--- src/rtl/noc_sram_pkg.sv ---
// Shared types and packet constants for the SoClet SRAM port arbiter.
// Packet layout: [31:24] CMD, [23:16] DATA, [15:0] COORD.
package noc_sram_pkg;

    typedef enum logic [1:0] {
        IDLE  = 2'd0,
        OWNED = 2'd1,
        ERR   = 2'd2
    } arb_state_t;

    localparam logic [7:0] CMD_SRAM_WRITE = 8'hA1;

    localparam int PKT_CMD_HI   = 31;
    localparam int PKT_CMD_LO   = 24;
    localparam int PKT_DATA_HI  = 23;
    localparam int PKT_DATA_LO  = 16;
    localparam int PKT_COORD_HI = 15;
    localparam int PKT_COORD_LO = 0;

    function automatic logic is_sram_write(logic [31:0] pkt);
        return pkt[PKT_CMD_HI:PKT_CMD_LO] == CMD_SRAM_WRITE;
    endfunction

endpackage

--- src/rtl/sram_rr_pick.sv ---
// Combinational round-robin selector: first set request at or after ptr,
// wrapping at N_REQ.
module sram_rr_pick #(
    parameter int N_REQ = 4,
    parameter int PW    = $clog2(N_REQ)
) (
    input  logic [N_REQ-1:0] req,
    input  logic [PW-1:0]    ptr,
    output logic             valid,
    output logic [PW-1:0]    idx
);

    logic [PW:0] cand;

    // Walk offsets from farthest to nearest so the nearest hit is kept.
    always_comb begin
        valid = 1'b0;
        idx   = '0;
        cand  = '0;
        for (int k = N_REQ - 1; k >= 0; k--) begin
            cand = {1'b0, ptr} + (PW+1)'(k);
            if (cand >= (PW+1)'(N_REQ)) begin
                cand = cand - (PW+1)'(N_REQ);
            end
            if (req[cand[PW-1:0]]) begin
                valid = 1'b1;
                idx   = cand[PW-1:0];
            end
        end
    end

endmodule

--- src/rtl/sram_arbiter.sv ---
// Round-robin Wishbone arbiter in front of the SoClet SRAM wrapper, with a
// per-transfer watchdog that returns an error pulse to the bus owner.
module sram_arbiter
    import noc_sram_pkg::*;
#(
    parameter int N_REQ   = 4,
    parameter int TIMEOUT = 15
) (
    input  logic              clk,
    input  logic              rst,
    input  logic [N_REQ-1:0]  s_cyc_i,
    input  logic [N_REQ-1:0]  s_stb_i,
    input  logic [N_REQ-1:0]  s_we_i,
    input  logic [32*N_REQ-1:0] s_adr_i,
    input  logic [32*N_REQ-1:0] s_dat_i,
    output logic [N_REQ-1:0]  s_ack_o,
    output logic [N_REQ-1:0]  s_err_o,
    output logic              m_cyc_o,
    output logic              m_stb_o,
    output logic              m_we_o,
    output logic [31:0]       m_adr_o,
    output logic [31:0]       m_dat_o,
    input  logic              m_ack_i,
    output logic [N_REQ-1:0]  grant_o
);

    localparam int PW = $clog2(N_REQ);
    localparam int CW = $clog2(TIMEOUT);

    arb_state_t    state_q;
    logic [PW-1:0] owner_q;
    logic [PW-1:0] rr_ptr_q;
    logic [CW-1:0] wd_cnt_q;

    logic          pick_valid;
    logic [PW-1:0] pick_idx;
    logic [PW-1:0] ptr_d;

    logic [N_REQ-1:0][31:0] adr_arr;
    logic [N_REQ-1:0][31:0] dat_arr;

    assign adr_arr = s_adr_i;
    assign dat_arr = s_dat_i;

    sram_rr_pick #(
        .N_REQ (N_REQ),
        .PW    (PW)
    ) u_pick (
        .req   (s_cyc_i),
        .ptr   (rr_ptr_q),
        .valid (pick_valid),
        .idx   (pick_idx)
    );

    assign ptr_d = (pick_idx == PW'(N_REQ - 1)) ? '0 : pick_idx + 1'b1;

    // Master port and responses mirror the owner with no pipeline stage.
    always_comb begin
        m_cyc_o = 1'b0;
        m_stb_o = 1'b0;
        m_we_o  = 1'b0;
        m_adr_o = '0;
        m_dat_o = '0;
        s_ack_o = '0;
        s_err_o = '0;
        grant_o = '0;
        if (state_q != IDLE) begin
            grant_o[owner_q] = 1'b1;
            m_cyc_o = s_cyc_i[owner_q];
            m_we_o  = s_we_i[owner_q];
            m_adr_o = adr_arr[owner_q];
            m_dat_o = dat_arr[owner_q];
            if (state_q == OWNED) begin
                m_stb_o = s_stb_i[owner_q];
                s_ack_o[owner_q] = m_ack_i;
            end else begin
                s_err_o[owner_q] = 1'b1;
            end
        end
    end

    always_ff @(posedge clk or negedge rst) begin
        if (!rst) begin
            state_q  <= IDLE;
            owner_q  <= '0;
            rr_ptr_q <= '0;
            wd_cnt_q <= '0;
        end else begin
            case (state_q)
                IDLE: begin
                    wd_cnt_q <= '0;
                    if (pick_valid) begin
                        owner_q  <= pick_idx;
                        rr_ptr_q <= ptr_d;
                        state_q  <= OWNED;
                    end
                end
                OWNED: begin
                    if (!s_cyc_i[owner_q]) begin
                        wd_cnt_q <= '0;
                        state_q  <= IDLE;
                    end else if (m_stb_o && !m_ack_i) begin
                        // The stall that would bring the count to TIMEOUT-1 trips.
                        if (wd_cnt_q == CW'(TIMEOUT - 2)) begin
                            wd_cnt_q <= '0;
                            state_q  <= ERR;
                        end else begin
                            wd_cnt_q <= wd_cnt_q + 1'b1;
                        end
                    end else begin
                        wd_cnt_q <= '0;
                    end
                end
                ERR: begin
                    wd_cnt_q <= '0;
                    state_q  <= s_cyc_i[owner_q] ? OWNED : IDLE;
                end
                default: begin
                    wd_cnt_q <= '0;
                    state_q  <= IDLE;
                end
            endcase
        end
    end

endmodule

--- config.mk ---
export PLATFORM = sky130hd
export DESIGN_NAME = sram_arbiter
export DESIGN_NICKNAME = d
export VERILOG_FILES = /design/src/rtl/noc_sram_pkg.sv /design/src/rtl/sram_rr_pick.sv /design/src/rtl/sram_arbiter.sv
export SDC_FILE = /design/constraint.sdc
export NUM_CORES = 1
export LEC_CHECK = 0
export BUFFER_PORTS_ARGS = -buffer_cell sky130_fd_sc_hd__buf_2
export CORE_AREA = 2 2 137 139
export CTS_CLUSTER_DIAMETER = 150
export DETAILED_ROUTE_END_ITERATION = 8
export DIE_AREA = 0 0 139 141
export GPL_ROUTABILITY_DRIVEN = 1
export GPL_TIMING_DRIVEN = 0
export PLACE_DENSITY = 0.46
export SYNTH_ARGS = -nofsm -noshare
export SYNTH_HDL_FRONTEND = slang
export SYNTH_SLANG_ARGS = --single-unit
--- constraint.sdc ---
create_clock -name clk -period 2.2 [get_ports clk]
set_clock_uncertainty 0.05 [all_clocks]
set_input_delay 0.33 -clock clk [delete_from_list [all_inputs] [get_ports clk]]
set_output_delay 0.33 -clock clk [all_outputs]
set_load 0.05 [all_outputs]
==> impl_metrics.ini, run 1 <==
[sta]
timing.fmax_mhz = 456
maxSlewHeadroom_pct = 63.0
fin_crit_sh_pct = 99.8
rsz0062_at_grt = yes
fin_hold_ws_ns = 0.354
slew_violations = 0
fin_crit_ns = 2.19
hold_viol_final = 0
worst_pin_slew_ns = 0.550
setup_viol = 0

[critical_path]
start_kind = register
path_max_fanout = 10
critical_path.max_stage_delay_ns = 0.50
cp_slowest_cell = mux4_2
worstSetupEndpointType = output port
cpLargestDelayFamily = buffers and inverters
crit_buf_inv = 3
critical_path_arrival_ns = 1.81
cp_common_cell = buf_12
required_ns = 1.82
crit_chain = buf_12 > buf_12 > mux4_2 > nor2b_1 > buf_6
critical_path_class = register to output port

[place]
portBuffers = 349
place_area_sq_um = 4670
hpwl_um = 11600
place_congestion = 0.823

[yosys]
synth_xor_area_share_pct = 0.999
synth_edf_count = 0
synth_compound_area_share_pct = 2.52
synth.avg_cell_area_sq_um = 11.5
synthFlopType = dfrtp_1
synth_fa_ha_area_share_pct = 0.951
yosysSeqAreaShare_pct = 9.51
synth-seq-cells = 10
syn_inst = 228
synth_warnings = 0
synthMuxAreaShare_pct = 58.2
syn_area_sq_um = 2630
async_flop_share_pct = 100
synth_top_family_by_area = multiplexers
synthSimpleGateAreaFrac_pct = 22.3
synth_fp_nets = 501
yosysUniqueCellTypes = 24

[die]
num_rows = 50
die_h_um = 141
initial_core_util_pct = 14.4
fp.dieArea_sq_um = 19600
coreArea_sq_um = 18300
die_x_um = 139
io_pins = 350

[clocking]
clockBufferDepth = 2
htree_levels = 1
worstSkewPairLatency_ns = 0.23
cts_root_buf = clkbuf_16
cts_sinks = 10
cts_tree = built
clk_pin_slew_ns = 0.04
cts_buffers = 3

[detailed_routing]
drt_wl_total_um = 13400
viasPerCell = 4.26
avgRoutedWirePerCell_um = 16.4
drtIter0Drc = 62
drtAntennaViolNets = 0
vias = 3486
firstDrtPassIters = 6
drcViolationCount = 0

[global_route]
track_usage_pct = 12.4
antenna_found_initial = 0
grt_overflow_total = 0
first_global_vias = 3508
grt_max_degree = 11
grt_pass1_wl_um = 19400

[min_path]
min_path_type = primary input to register

[power_and_ir_drop]
p_leak_uw = 0.00255
ir_worst_vdd_v = 0.000807
p_comb_share_pct = 92.5
p_per_area_nw_per_um2 = 1630
p_seq_share_pct = 3.4
clockPowerShare_pct = 4.1
swShare_pct = 55.5
power.switching_uw = 4810
p_int_uw = 3860

[run]
maxCapViolations = 0

[final_layout]
final_cell_area_sq_um = 5300
area_growth_pct = 102
final_net_count = 859
layout-drive-gt1-share_pct = 76.8
insertedDiodeCount = 0
fillers = 1930

[status]
status = finished clean
-- flip-flops by register name, indices dropped and copies added, names as in the netlist --
| signal | flops |
|---|---|
| wd_cnt_q | 4 |
| rr_ptr_q | 2 |
| owner_q | 2 |
| state_q | 2 |
-- logic make-up (layout without fill, tap and decap cells) --
group	count (synthesis)	in the layout
and+or+nand+nor	104	104
DFF	10	10
xor gates and xnor gates	3	3
muxes	69	69
AOI/OAI and AO/OA	11	11
buffers and inverters	29	386
adders and majority gates	2	2
-- cell type report --
| class | instances | area (sq um) | share of cell area, % |
|---|---|---|---|
| multi-input cells | 189 | 2250 | 42.4 |
| repair buffers | 353 | 2150 | 40.6 |
| well taps | 234 | 293 | 5.52 |
| flip-flops and latches | 10 | 250 | 4.72 |
| plain buffers | 23 | 245 | 4.62 |
| clock buffers | 4 | 88.8 | 1.68 |
| inverters | 6 | 22.5 | 0.425 |
-- through the flow --
stage / TNS, ns / setup slack (ns) / instances / total power, uW / utilization (%)
after floorplan: 0 / 0.0223 / 228 / 5590 / -
after detailed placement: -22.51 / -0.462 / 811 / 7160 / 25.6
after global routing: -1.75 / -0.0684 / 819 / 9110 / 29.0
final: 0 / 0.00535 / 819 / 8670 / 29.0
after global placement: -22.86 / -0.471 / 811 / 7160 / 25.6
after CTS: -0.217 / -0.0451 / 816 / 8410 / 28.1
-- final timing paths --
kind | from | to | slack, ns | cells past startpoint
max | owner_q[0]$_DFFE_PN0P_ | m_dat_o[14] | 0.005 | 5
max reg2reg | owner_q[0]$_DFFE_PN0P_ | wd_cnt_q[2]$_DFF_PN0_ | 0.59 | 6
min reg2reg | wd_cnt_q[0]$_DFF_PN0_ | wd_cnt_q[0]$_DFF_PN0_ | 0.44 | 1
max in group asynchronous | rst | state_q[0]$_DFFE_PN0P_ | 1.48 | 2
min in group asynchronous | rst | wd_cnt_q[0]$_DFF_PN0_ | 0.43 | 2
min | m_ack_i | state_q[1]$_DFFE_PN0P_ | 0.35 | 3
-- cell usage in the layout (no fill, tap or decap), types with 3 or more instances in the layout --
| master | n |
|---|---|
| inv_1 | 6 |
| mux4_2 | 67 |
| a21oi_1 | 5 |
| buf_4 | 15 |
| dfrtp_1 | 10 |
| clkbuf_16 | 3 |
| nor2_1 | 17 |
| nand3_1 | 3 |
| buf_2 | 288 |
| nor3_1 | 4 |
| nor2b_1 | 67 |
| buf_12 | 8 |
| o21ai_0 | 3 |
| buf_6 | 57 |
| nand2_1 | 7 |
| clkbuf_2 | 6 |
-- layer usage --
metal	wire, um	global-route usage [%]
met1	5380	15.9
met2	6900	22.2
met3	994	2.41
met4	133	1.97
met5	0	0
-- tightest hold or removal path, stage by stage --
cell	delay (ns)
buf_2	0.10
nor3b_2	0.05
nor2b_1	0.12
-- power groups by stage --
stage	Sequential, uW	Clock (uW)	Combinational, uW
2_1_floorplan	273	0	5320
3_3_place_gp	284	0	6880
3_5_place_dp	284	0	6870
4_1_cts	291	369	7750
5_1_grt	298	380	8430
6_report	293	356	8020
-- synthesized netlist by cell type, drive strengths merged, types with 2 or more instances --
cell / instances / area share [%]
a21oi: 5 / 0.95
buf: 16 / 3.7
clkbuf: 7 / 1.0
dfrtp: 10 / 9.5
ha: 2 / 0.95
inv: 6 / 0.86
mux4: 67 / 57
nand2: 7 / 1.0
nand2b: 2 / 0.48
nand3: 3 / 0.57
nor2: 18 / 2.6
nor2b: 68 / 16
nor3: 4 / 0.76
o21ai: 3 / 0.57
xnor2: 2 / 0.67
-- what timing repair did --
action,4_1_cts,5_1_grt
buffers inserted,0,3
setup endpoints to repair,70,70
pin swaps,0,1
gates resized for setup,120,42
hold buffers,1,0
endpoints found under the hold margin,10,0
Power figures use the tool's default switching activity.
==> run 2: changes to the inputs <==
--- a/config.mk
+++ b/config.mk
@@ -5,7 +5,7 @@
 export SDC_FILE = /design/constraint.sdc
 export NUM_CORES = 1
 export LEC_CHECK = 0
-export BUFFER_PORTS_ARGS = -buffer_cell sky130_fd_sc_hd__buf_2
+export BUFFER_PORTS_ARGS = -buffer_cell sky130_fd_sc_hd__clkbuf_2
 export CORE_AREA = 2 2 137 139
 export CTS_CLUSTER_DIAMETER = 150
 export DETAILED_ROUTE_END_ITERATION = 8
==> impl_metrics.ini, run 2 (synthesis gave the netlist of run 1 again) <==
[global_route]
antenna_found_initial = 1
grt_max_degree = 11
grt_overflow_total = 0
track_usage_pct = 12.6
grt_pass1_wl_um = 19600
first_global_vias = 3532

[clocking]
cts_buffers = 3
cts_sinks = 10
cts_tree = built
clockBufferDepth = 2
htree_levels = 1
clk_pin_slew_ns = 0.04
cts_root_buf = clkbuf_16
worstSkewPairLatency_ns = 0.24

[sta]
slew_violations = 0
setup_viol = 5
setup_ws_ns = -0.0216
hold_viol_final = 0
fin_crit_ns = 2.22
fin_hold_ws_ns = 0.360
timing.fmax_mhz = 450
maxSlewHeadroom_pct = 62.0
worst_pin_slew_ns = 0.566
rsz0062_at_grt = yes
fin_crit_sh_pct = 101

[power_and_ir_drop]
p_int_uw = 4160
power.switching_uw = 4830
ir_worst_vdd_v = 0.000954
p_leak_uw = 0.00267
p_seq_share_pct = 3.3
p_per_area_nw_per_um2 = 1630
clockPowerShare_pct = 4.0
p_comb_share_pct = 92.8
swShare_pct = 53.7

[detailed_routing]
avgRoutedWirePerCell_um = 16.4
firstDrtPassIters = 4
viasPerCell = 4.25
drtAntennaViolNets = 0
drtIter0Drc = 68
drcViolationCount = 0
vias = 3490
drt_wl_total_um = 13400

[min_path]
hold_end = state_q[1]$_DFFE_PN0P_
hp-start = m_ack_i
min_path_type = primary input to register
whs_path_depth = 3

[final_layout]
fillers = 1927
layout-drive-gt1-share_pct = 76.7
final_common_cell = clkbuf_2
insertedDiodeCount = 0
area_growth_pct = 110
final_net_count = 861
largest_register_ffs = 4
final_cell_mix = clkbuf_2, nor2b_1, mux4_2
top_register = wd_cnt_q

[die]
coreArea_sq_um = 18300
initial_core_util_pct = 14.4
num_rows = 50
fp.dieArea_sq_um = 19600
die_h_um = 141
die_x_um = 139
io_pins = 350

[critical_path]
start_kind = register
worstRegToRegCells = 7
r2r-start = owner_q[0]$_DFFE_PN0P_
critical_path_arrival_ns = 1.84
required_ns = 1.82
critical_path_class = register to output port
reg2reg_to = wd_cnt_q[3]$_DFF_PN0_
worstSetupEndpointType = output port
path_max_fanout = 10
r2r_slack_ns = 0.51

[place]
hpwl_um = 11600
portBuffers = 349
place_congestion = 0.846
pre_cts_ws_ns = -0.539

[status]
violations = negative setup slack
status = finished with violations

[run]
maxCapViolations = 0
==> run 2: cell types whose count changed in the layout (fill, tap and decap cells not counted), sizes merged <==
cell / change
buf: -343
clkbuf: +345
==> run 2: final cells by class <==
type | count | area [sq um] | share of cell area [%]
Buffer | 23 | 241 | 4.37
Clock buffer | 4 | 88.8 | 1.61
Inverter | 6 | 22.5 | 0.408
Multi-Input combinational cell | 189 | 2250 | 40.8
Sequential cell | 10 | 251 | 4.56
Tap cell | 234 | 293 | 5.30
Timing Repair Buffer | 355 | 2370 | 43.0
==> run 2: metal layers <==
metal  global-route usage [%]  up-vias  routed length (um)
li1                         -     1607                   -
met1                     16.3     1682                5430
met2                     23.0      191                7000
met3                     2.07       10                 905
met4                     1.33        0                 114
met5                        0        -                   0
==> run 2: worst max-delay path: stages, from the launching register on <==
cell and delay, ns:
dfrtp_1 0.36, buf_12 0.18, buf_12 0.17, mux4_2 0.53
nor2b_1 0.16, clkbuf_8 0.20
==> run 2: stage by stage <==
step           power [uW]  TNS [ns]  cell area [sq um]  cells  util (%)
2_1_floorplan        5590         0               2630    228         -
3_3_place_gp         7160    -24.52               4670    811      25.6
3_5_place_dp         7160    -27.22               4670    811      25.6
4_1_cts              9010    -0.671               5490    820      30.1
5_1_grt              9440     -2.87               5520    821      30.2
6_report             8980   -0.0598               5520    821      30.2
==> run 2: worst max-delay path by stage <==
stage                                start  slack (ns)     endpoint
CTS                 owner_q[0]$_DFFE_PN0P_       -0.06  m_adr_o[24]
global placement    state_q[1]$_DFFE_PN0P_       -0.49   m_adr_o[0]
detailed placement  state_q[1]$_DFFE_PN0P_       -0.54       m_we_o
finish              owner_q[0]$_DFFE_PN0P_       -0.02  m_adr_o[24]
global route        owner_q[0]$_DFFE_PN0P_       -0.09  m_dat_o[12]
floorplan           owner_q[0]$_DFFE_PN0P_        0.02   grant_o[0]
==> run 2: power groups by stage <==
stage / registers [uW] / logic [uW] / clock network [uW]
final: 292 / 8330 / 358
after global routing: 302 / 8760 / 377
after global placement: 284 / 6880 / 0
after CTS: 292 / 8350 / 371
after detailed placement: 283 / 6880 / 0
after floorplan: 273 / 5320 / 0
==> run 2: timing repair <==
item	4_1_cts	5_1_grt
setup buffers	4	1
hold buffers	1	0
resized for setup	162	16
setup endpoints to repair	72	70
endpoints found under the hold margin	10	0
pin swaps	1	0
==> run 3: changes to the inputs <==
--- a/config.mk
+++ b/config.mk
@@ -12,7 +12,9 @@
 export DIE_AREA = 0 0 139 141
 export GPL_ROUTABILITY_DRIVEN = 1
 export GPL_TIMING_DRIVEN = 0
+export HOLD_SLACK_MARGIN = 0.12
 export PLACE_DENSITY = 0.46
+export SETUP_SLACK_MARGIN = 0.4
 export SYNTH_ARGS = -nofsm -noshare
 export SYNTH_HDL_FRONTEND = slang
 export SYNTH_SLANG_ARGS = --single-unit
==> impl_metrics.ini, run 3 (synthesis gave the netlist of run 1 again) <==
[sta]
timing.fmax_mhz = 455
setup_ws_ns = 0.00311
maxSlewHeadroom_pct = 60.8
worst_pin_slew_ns = 0.584
hold_viol_final = 0
rsz0062_at_grt = yes
setup_viol = 0
fin_crit_ns = 2.20
slew_violations = 0
fin_crit_sh_pct = 99.9
fin_hold_ws_ns = 0.404
setup_tns_ns = 0

[detailed_routing]
drtIter0Drc = 121
drt_wl_total_um = 13600
drtAntennaViolNets = 0
firstDrtPassIters = 4
viasPerCell = 4.28
avgRoutedWirePerCell_um = 16.4
drcViolationCount = 0
vias = 3537

[clocking]
htree_levels = 1
clk_pin_slew_ns = 0.04
cts_tree = built
cts_root_buf = clkbuf_16
worstSkewPairLatency_ns = 0.24
cts_buffers = 3
cts_sinks = 10
clockBufferDepth = 2

[power_and_ir_drop]
ir_worst_vdd_v = 0.000984
p_leak_uw = 0.00309
p_int_uw = 5290
p_per_area_nw_per_um2 = 1700
clockPowerShare_pct = 3.0
p_seq_share_pct = 2.7
p_comb_share_pct = 94.2
power.switching_uw = 5440
swShare_pct = 50.7
p_total_uw = 10700

[final_layout]
final_net_count = 867
area_growth_pct = 140
insertedDiodeCount = 0
layout-drive-gt1-share_pct = 91.4
largest_register_ffs = 4
final_common_cell = clkbuf_2
top_register = wd_cnt_q
final_cell_mix = clkbuf_2, buf_8, mux4_2

[die]
initial_core_util_pct = 14.4
num_rows = 50
die_x_um = 139
die_h_um = 141
coreArea_sq_um = 18300
io_pins = 350
fp.dieArea_sq_um = 19600

[critical_path]
critical_path_arrival_ns = 1.82
worstSetupEndpointType = output port
crit_chain = buf_12 > buf_8 > mux4_2 > nor2b_1 > clkbuf_8
r2r_slack_ns = 0.50
required_ns = 1.82
start_kind = register
critical_path_class = register to output port
cpLargestDelayFamily = multiplexers
crit_buf_inv = 3
cp_slowest_cell = mux4_2
path_max_fanout = 10
critical_path.max_stage_delay_ns = 0.53

[place]
portBuffers = 349
hpwl_um = 11400
place_congestion = 0.808
pre_cts_ws_ns = -0.375

[status]
status = finished clean

[run]
maxCapViolations = 0

[global_route]
grt_overflow_total = 0
grt_max_degree = 11
track_usage_pct = 12.8
grt_pass1_wl_um = 20100
first_global_vias = 3612
antenna_found_initial = 0

[min_path]
min_path_type = primary input to register
[run 3: worst paths after layout]
check,depth (start not counted),startpoint,to
max in group asynchronous,2,rst,state_q[1]$_DFFE_PN0P_
setup reg to reg,7,owner_q[0]$_DFFE_PN0P_,wd_cnt_q[0]$_DFF_PN0_
setup / recovery,5,owner_q[0]$_DFFE_PN0P_,m_dat_o[29]
hold reg to reg,1,wd_cnt_q[0]$_DFF_PN0_,wd_cnt_q[0]$_DFF_PN0_
min in group asynchronous,2,rst,state_q[0]$_DFFE_PN0P_
hold / removal,3,m_ack_i,state_q[1]$_DFFE_PN0P_
[run 3: power groups by stage]
stage | clock, uW | sequential [uW] | combinational [uW]
after detailed placement | 0 | 283 | 7880
after CTS | 328 | 295 | 9290
after global routing | 334 | 302 | 10600
after floorplan | 0 | 273 | 6330
final | 323 | 294 | 10100
after global placement | 0 | 284 | 7900
[run 3: what timing repair did]
item                                    CTS  global route
hold endpoints to repair                 10             0
setup buffers                             2             9
endpoints found under the setup margin   79            83
hold buffers                              1             0
resized for setup                       180           144
cloned                                    0             0
pin swaps                                 0            13
[run 3: area by class of cell]
type,count,area [sq um]
fillers,1831,11900
multi-input cells,189,2800
repair buffers,361,2590
well taps,234,293
plain buffers,23,290
flip-flops and latches,10,251
clock buffers,3,75.1
inverters,6,22.5
[run 3: routing by layer]
metal / wire length [um] / up-vias / global-route usage [%] / part of all wire (%)
met5: 0 / - / 0 / 0
met4: 61 / 0 / 1.06 / 0.45
met3: 770 / 7 / 1.70 / 5.7
met2: 7210 / 161 / 23.8 / 53
met1: 5520 / 1750 / 16.5 / 41
li1: - / 1619 / - / -
[run 3: worst register-to-register path: stages (launching register included)]
cell	delay, ns
dfrtp_1	0.36
buf_12	0.17
buf_4	0.17
mux4_2	0.51
nand2_1	0.12
nor3b_2	0.06
nand2_2	0.10
nor2_1	0.05
[run 3: through the flow]
stage | std cells | utilization, % | instance area, sq um
6_report | 826 | 34.6 | 6320
5_1_grt | 826 | 34.6 | 6320
4_1_cts | 817 | 32.6 | 5950
3_5_place_dp | 811 | 28.1 | 5140
3_3_place_gp | 811 | 28.1 | 5140
2_1_floorplan | 228 | - | 3100
